==> config.mk <==
export PLATFORM = sky130hd
export DESIGN_NAME = mem_port_arbiter
export DESIGN_NICKNAME = d
export VERILOG_FILES = /design/src/rtl/mem_port_arbiter.sv
export SDC_FILE = /design/constraint.sdc
export NUM_CORES = 1
export LEC_CHECK = 0
export BUFFER_PORTS_ARGS = -buffer_cell sky130_fd_sc_hd__buf_2
export CORE_AREA = 3 3 104 106
export CTS_BUF_LIST = sky130_fd_sc_hd__clkbuf_8
export DETAILED_ROUTE_END_ITERATION = 6
export DIE_AREA = 0 0 107 109
export GPL_ROUTABILITY_DRIVEN = 0
export SLEW_MARGIN = 40
export SYNTH_ARGS = -nofsm -noshare
export SYNTH_HDL_FRONTEND = slang
export SYNTH_SLANG_ARGS = --single-unit
==> constraint.sdc <==
create_clock -name clk -period 1.48 [get_ports clk]
set_input_delay 0.074 -clock clk [delete_from_list [all_inputs] [get_ports clk]]
set_output_delay 0.074 -clock clk [all_outputs]
set_load 0.01 [all_outputs]
==> src/rtl/mem_port_arbiter.sv <==
// mem_port_arbiter: lets a TinyRV1 core's instruction-fetch port (imem) and
// data port (dmem) share one single-ported memory. Only one transaction may be
// outstanding at a time. dmem normally has priority, but after MAX_D_STREAK
// consecutive dmem grants taken while imem was waiting, imem wins the next one.
module mem_port_arbiter #(
  parameter int unsigned MAX_D_STREAK = 4,
  parameter int unsigned AW           = 32,
  parameter int unsigned DW           = 32
) (
  input  logic          clk,
  input  logic          rst,

  input  logic          imemreq_val,
  output logic          imemreq_rdy,
  input  logic [AW-1:0] imemreq_addr,
  output logic          imemresp_val,
  output logic [DW-1:0] imemresp_data,

  input  logic          dmemreq_val,
  output logic          dmemreq_rdy,
  input  logic          dmemreq_type,
  input  logic [AW-1:0] dmemreq_addr,
  input  logic [DW-1:0] dmemreq_wdata,
  output logic          dmemresp_val,
  output logic [DW-1:0] dmemresp_rdata,

  output logic          memreq_val,
  input  logic          memreq_rdy,
  output logic          memreq_type,
  output logic [AW-1:0] memreq_addr,
  output logic [DW-1:0] memreq_wdata,
  input  logic          memresp_val,
  input  logic [DW-1:0] memresp_data,

  output logic          busy
);

  typedef enum logic {
    ST_IDLE,
    ST_WAIT
  } state_t;

  localparam logic [3:0] LP_MAX = 4'(MAX_D_STREAK);

  state_t     r_state;
  logic       r_owner;   // 0 = imem, 1 = dmem
  logic [3:0] r_streak;  // dmem grants in a row taken while imem was waiting

  logic w_idle;
  logic w_wait;
  logic w_dwin;
  logic w_iwin;
  logic w_fire;

  // Same-cycle arbitration, request muxing and response routing; reset gates every handshake output.
  always_comb begin
    w_idle = rst && (r_state == ST_IDLE);
    w_wait = rst && (r_state == ST_WAIT);

    w_dwin = dmemreq_val && (!imemreq_val || (r_streak < LP_MAX));
    w_iwin = imemreq_val && !w_dwin;

    memreq_val   = w_idle && (w_dwin || w_iwin);
    memreq_type  = w_dwin && dmemreq_type;
    memreq_addr  = w_dwin ? dmemreq_addr  : imemreq_addr;
    memreq_wdata = w_dwin ? dmemreq_wdata : '0;

    imemreq_rdy  = w_idle && w_iwin && memreq_rdy;
    dmemreq_rdy  = w_idle && w_dwin && memreq_rdy;
    w_fire       = memreq_val && memreq_rdy;

    busy         = w_wait;

    // A response seen in IDLE is spurious and is never forwarded.
    imemresp_val   = w_wait && memresp_val && !r_owner;
    dmemresp_val   = w_wait && memresp_val &&  r_owner;
    imemresp_data  = memresp_data;
    dmemresp_rdata = memresp_data;
  end

  // Transaction state, owner of the outstanding request and the anti-starvation streak.
  always_ff @(posedge clk or negedge rst) begin
    if (!rst) begin
      r_state  <= ST_IDLE;
      r_owner  <= 1'b0;
      r_streak <= '0;
    end else begin
      case (r_state)
        ST_IDLE: begin
          if (w_fire) begin
            r_state <= ST_WAIT;
            r_owner <= w_dwin;
            if (w_dwin && imemreq_val) begin
              r_streak <= (r_streak >= LP_MAX) ? LP_MAX : r_streak + 4'd1;
            end else begin
              r_streak <= '0;
            end
          end
        end
        ST_WAIT: begin
          if (memresp_val) begin
            r_state <= ST_IDLE;
          end
        end
      endcase
    end
  end

endmodule

==> results.sh <==
export IMPL_yosysMostFrequentCell="sky130_fd_sc_hd__buf_4"
export IMPL_synth_largest_area_cell="sky130_fd_sc_hd__buf_4"
export IMPL_initial_utilization_pct=15.61
export IMPL_fin_crit_sh_pct=107.9
export IMPL_synth_seq_cells=6
export IMPL_clock_sinks=6
export IMPL_die_height_microns=109
export IMPL_average_wire_length_per_cell_after_detail_routing_microns=13.32
export IMPL_rsz0062_at_grt="true"
export IMPL_synth_async_sr_flop_share_pct=100.0
export IMPL_timing_critical_path_arrival_ns=1.52
export IMPL_via_count=1564
export IMPL_layout_cell_area_non_filler_sq_mm=0.002316
export IMPL_postSynthCellCount=166
export IMPL_area_growth_syn_to_layout_pct=50.37
export IMPL_ys_warnings_count=0
export IMPL_postPlaceCellArea_sq_mm=0.002082
export IMPL_grt_pass1_vias=1553
export IMPL_max_clock_freq_mhz=626.1
export IMPL_final_min_clock_period_ns=1.597
export IMPL_synth_edf_count=0
export IMPL_worstHoldEndpoint="r_state"
export IMPL_first_iter_violations=46
export IMPL_fin_hold_ws_ns=0.07608
export IMPL_finalSetupTns_ns=-4.175
export IMPL_core_outline_area_sq_mm=0.009864
export IMPL_part_of_the_yosys_area_used_for_sequential_elements_pct=9.748
export IMPL_worst_setup_hold_path_clk_slew_ns=0.03
export IMPL_cellPowerDensity_mw_per_mm2=471.6
export IMPL_worstSetupPathType="reg -> out"
export IMPL_critPathLaunchType="flip-flop"
export IMPL_tightest_slew_ns=0.2976
export IMPL_detailed_place_hpwl_mm=4.464
export IMPL_clock_skew_final_ns=0.001909
export IMPL_static_leakage_power_nw=1.424
export IMPL_timing_max_cap_violations=0
export IMPL_ctsRootBufferMaster="sky130_fd_sc_hd__clkbuf_8"
export IMPL_crit_required_ns=1.41
export IMPL_grt_util_all_layers_pct=8.179
export IMPL_chipWidth_microns=107
export IMPL_tritoncts_num_buffers=3
export IMPL_fillCellCount=1083
export IMPL_outcome="finished with violations"
export IMPL_drt_drc_violations_left=0
export IMPL_placement_io_buffers=173
export IMPL_synthesis_area_sq_mm=0.001540
export IMPL_tritoncts_clock_tree="yes"
export IMPL_diodes=0
export IMPL_global_route_overflow_total=0
export IMPL_r2r_slack_ns=0.21
export IMPL_setup_violations_final=66
export IMPL_ys_top_cells_by_count="sky130_fd_sc_hd__buf_4 (64), sky130_fd_sc_hd__and3_1 (35), sky130_fd_sc_hd__mux2_4 (30)"
export IMPL_syn_num_nets=302
export IMPL_power_ir_vdd_worst_v=0.0001863
export IMPL_syn_area_per_cell_sq_um=9.278
export IMPL_min_path_type="in -> reg"
export IMPL_vias_per_cell=3.824
export IMPL_wirelength_mm=5.449
export IMPL_pre_antenna_drt_iters=2
export IMPL_nNetsFinal=414
export IMPL_synth_top_cell_area_share_pct=31.19
export IMPL_stdcell_count=409
export IMPL_yosys_cell_types_count=24
export IMPL_grt_pass1_wl_mm=7.741
export IMPL_synth_area_leaders="sky130_fd_sc_hd__buf_4 (31%), sky130_fd_sc_hd__mux2_4 (29%), sky130_fd_sc_hd__and3_1 (14%)"
export IMPL_worst_skew_pair_late_latency_ns=0.22
export IMPL_worst_r2r_cell_count=4
export IMPL_cts_path_max_buffers=2
export IMPL_grt_start_max_net_pins=36
export IMPL_h_tree_depth=1
export IMPL_rr_startpoint="r_streak[3]"
export IMPL_ys_dominant_reg_cell="sky130_fd_sc_hd__dfrtp_1"
export IMPL_min_path_cells=2
export IMPL_violations="setup timing"
export IMPL_dpl_cell_count=403
export IMPL_worst_slack_ns=-0.1171
export IMPL_layout_drive_gt1_share_pct=78.62
export IMPL_hold_viol_final=0
export IMPL_final_max_slew_violation_count=0
export IMPL_worst_slew_margin_rel_pct=80.03
export IMPL_total_power_mw=1.092
export IMPL_grt_antenna_before_repair=0
export IMPL_hp_start="memresp_val"
export IMPL_final_antenna_net_count=0
export IMPL_worstReg2RegEnd="r_owner"
export IMPL_die_area_sq_mm=0.01166
export IMPL_endpoint_kind="output pin"
export IMPL_crit_path_max_fanout=27
export IMPL_num_io_pins=270
export IMPL_row_count=36
## repair_timing
item | 4_1_cts | 5_1_grt
setup buffers | 2 | 0
setup endpoints to repair | 67 | 70
cloned | 0 | 0
hold buffers | 1 | 0
hold endpoints to repair | 6 | 0
pin swaps | 0 | 1
gates resized for setup | 25 | 2
## sequential cells by signal (all words and copies together), names as in the netlist
name / flops
r_owner: 1
r_streak: 4
r_state: 1
## cell usage in the layout, fill, tap and decap left out, types with 2 or more instances in the layout
cell type and count:
sky130_fd_sc_hd__dfrtp_1 6, sky130_fd_sc_hd__clkbuf_8 3, sky130_fd_sc_hd__buf_2 147, sky130_fd_sc_hd__and3_1 35, sky130_fd_sc_hd__mux2_1 2, sky130_fd_sc_hd__buf_6 25
sky130_fd_sc_hd__a22o_1 2, sky130_fd_sc_hd__mux2_4 30, sky130_fd_sc_hd__and2_1 2, sky130_fd_sc_hd__buf_4 6
## metrics by stage
step           utilization, %  worst slack [ns]
2_1_floorplan               -            0.1976
3_3_place_gp            21.11           0.09807
3_5_place_dp            21.11           0.06154
4_1_cts                 23.36           -0.1356
5_1_grt                 23.48           -0.1878
6_report                23.48           -0.1171
## per-layer routing
metal / vias up / global-route usage [%] / wire [microns] / share of wire, %
met4: 0 / 2.100 / 48 / 0.88
met2: 151 / 14.07 / 2702 / 50
met5: - / 0 / 0 / 0
li1: 728 / - / - / -
met1: 673 / 9.140 / 1945 / 36
met3: 12 / 3.848 / 752 / 14
## cell type report
class / instances / area, sq um / share of cell area, %
flip-flops and latches: 6 / 150.1 / 6.483
repair buffers: 181 / 1100 / 47.49
inverters: 1 / 3.754 / 0.1621
clock buffers: 3 / 41.29 / 1.783
multi-input cells: 85 / 854.6 / 36.90
well taps: 133 / 166.4 / 7.185
## cells by family after synthesis
logic type / count (synthesis) / share of synthesized area, %
fa+ha+maj: 1 / 0.8122
compound gates: 8 / 4.305
simple gates: 43 / 18.36
mux: 33 / 31.44
buf+inv: 75 / 35.34
flops: 6 / 9.748
## report_power, final
group / total (mW) / internal [mW] / switching, mW
Combinational: 0.652 / 0.396 / 0.255
Clock: 0.244 / 0.175 / 0.0692
Sequential: 0.196 / 0.184 / 0.0123
Total: 1.09 / 0.755 / 0.337
## worst max path at each step
| stage | depth (start not counted) | end | from | slack [ns] |
|---|---|---|---|---|
| floorplan | 4 | memreq_addr[10] | r_streak[3] | 0.20 |
| global placement | 5 | memreq_addr[22] | r_streak[3] | 0.1 |
| detailed placement | 5 | memreq_addr[22] | r_streak[3] | 0.06 |
| CTS | 5 | memreq_addr[0] | r_streak[3] | -0.14 |
| global route | 5 | memreq_addr[0] | r_streak[3] | -0.19 |
| finish | 5 | memreq_addr[22] | r_streak[3] | -0.12 |
## worst max-delay path: stages, from the launching register on
cell	delay (ns)
sky130_fd_sc_hd__dfrtp_1	0.40
sky130_fd_sc_hd__o21ai_4	0.18
sky130_fd_sc_hd__nand2_4	0.07
sky130_fd_sc_hd__buf_12	0.17
sky130_fd_sc_hd__mux2_4	0.33
sky130_fd_sc_hd__buf_6	0.12
No activity file was read; power rests on OpenSTA's default activity.
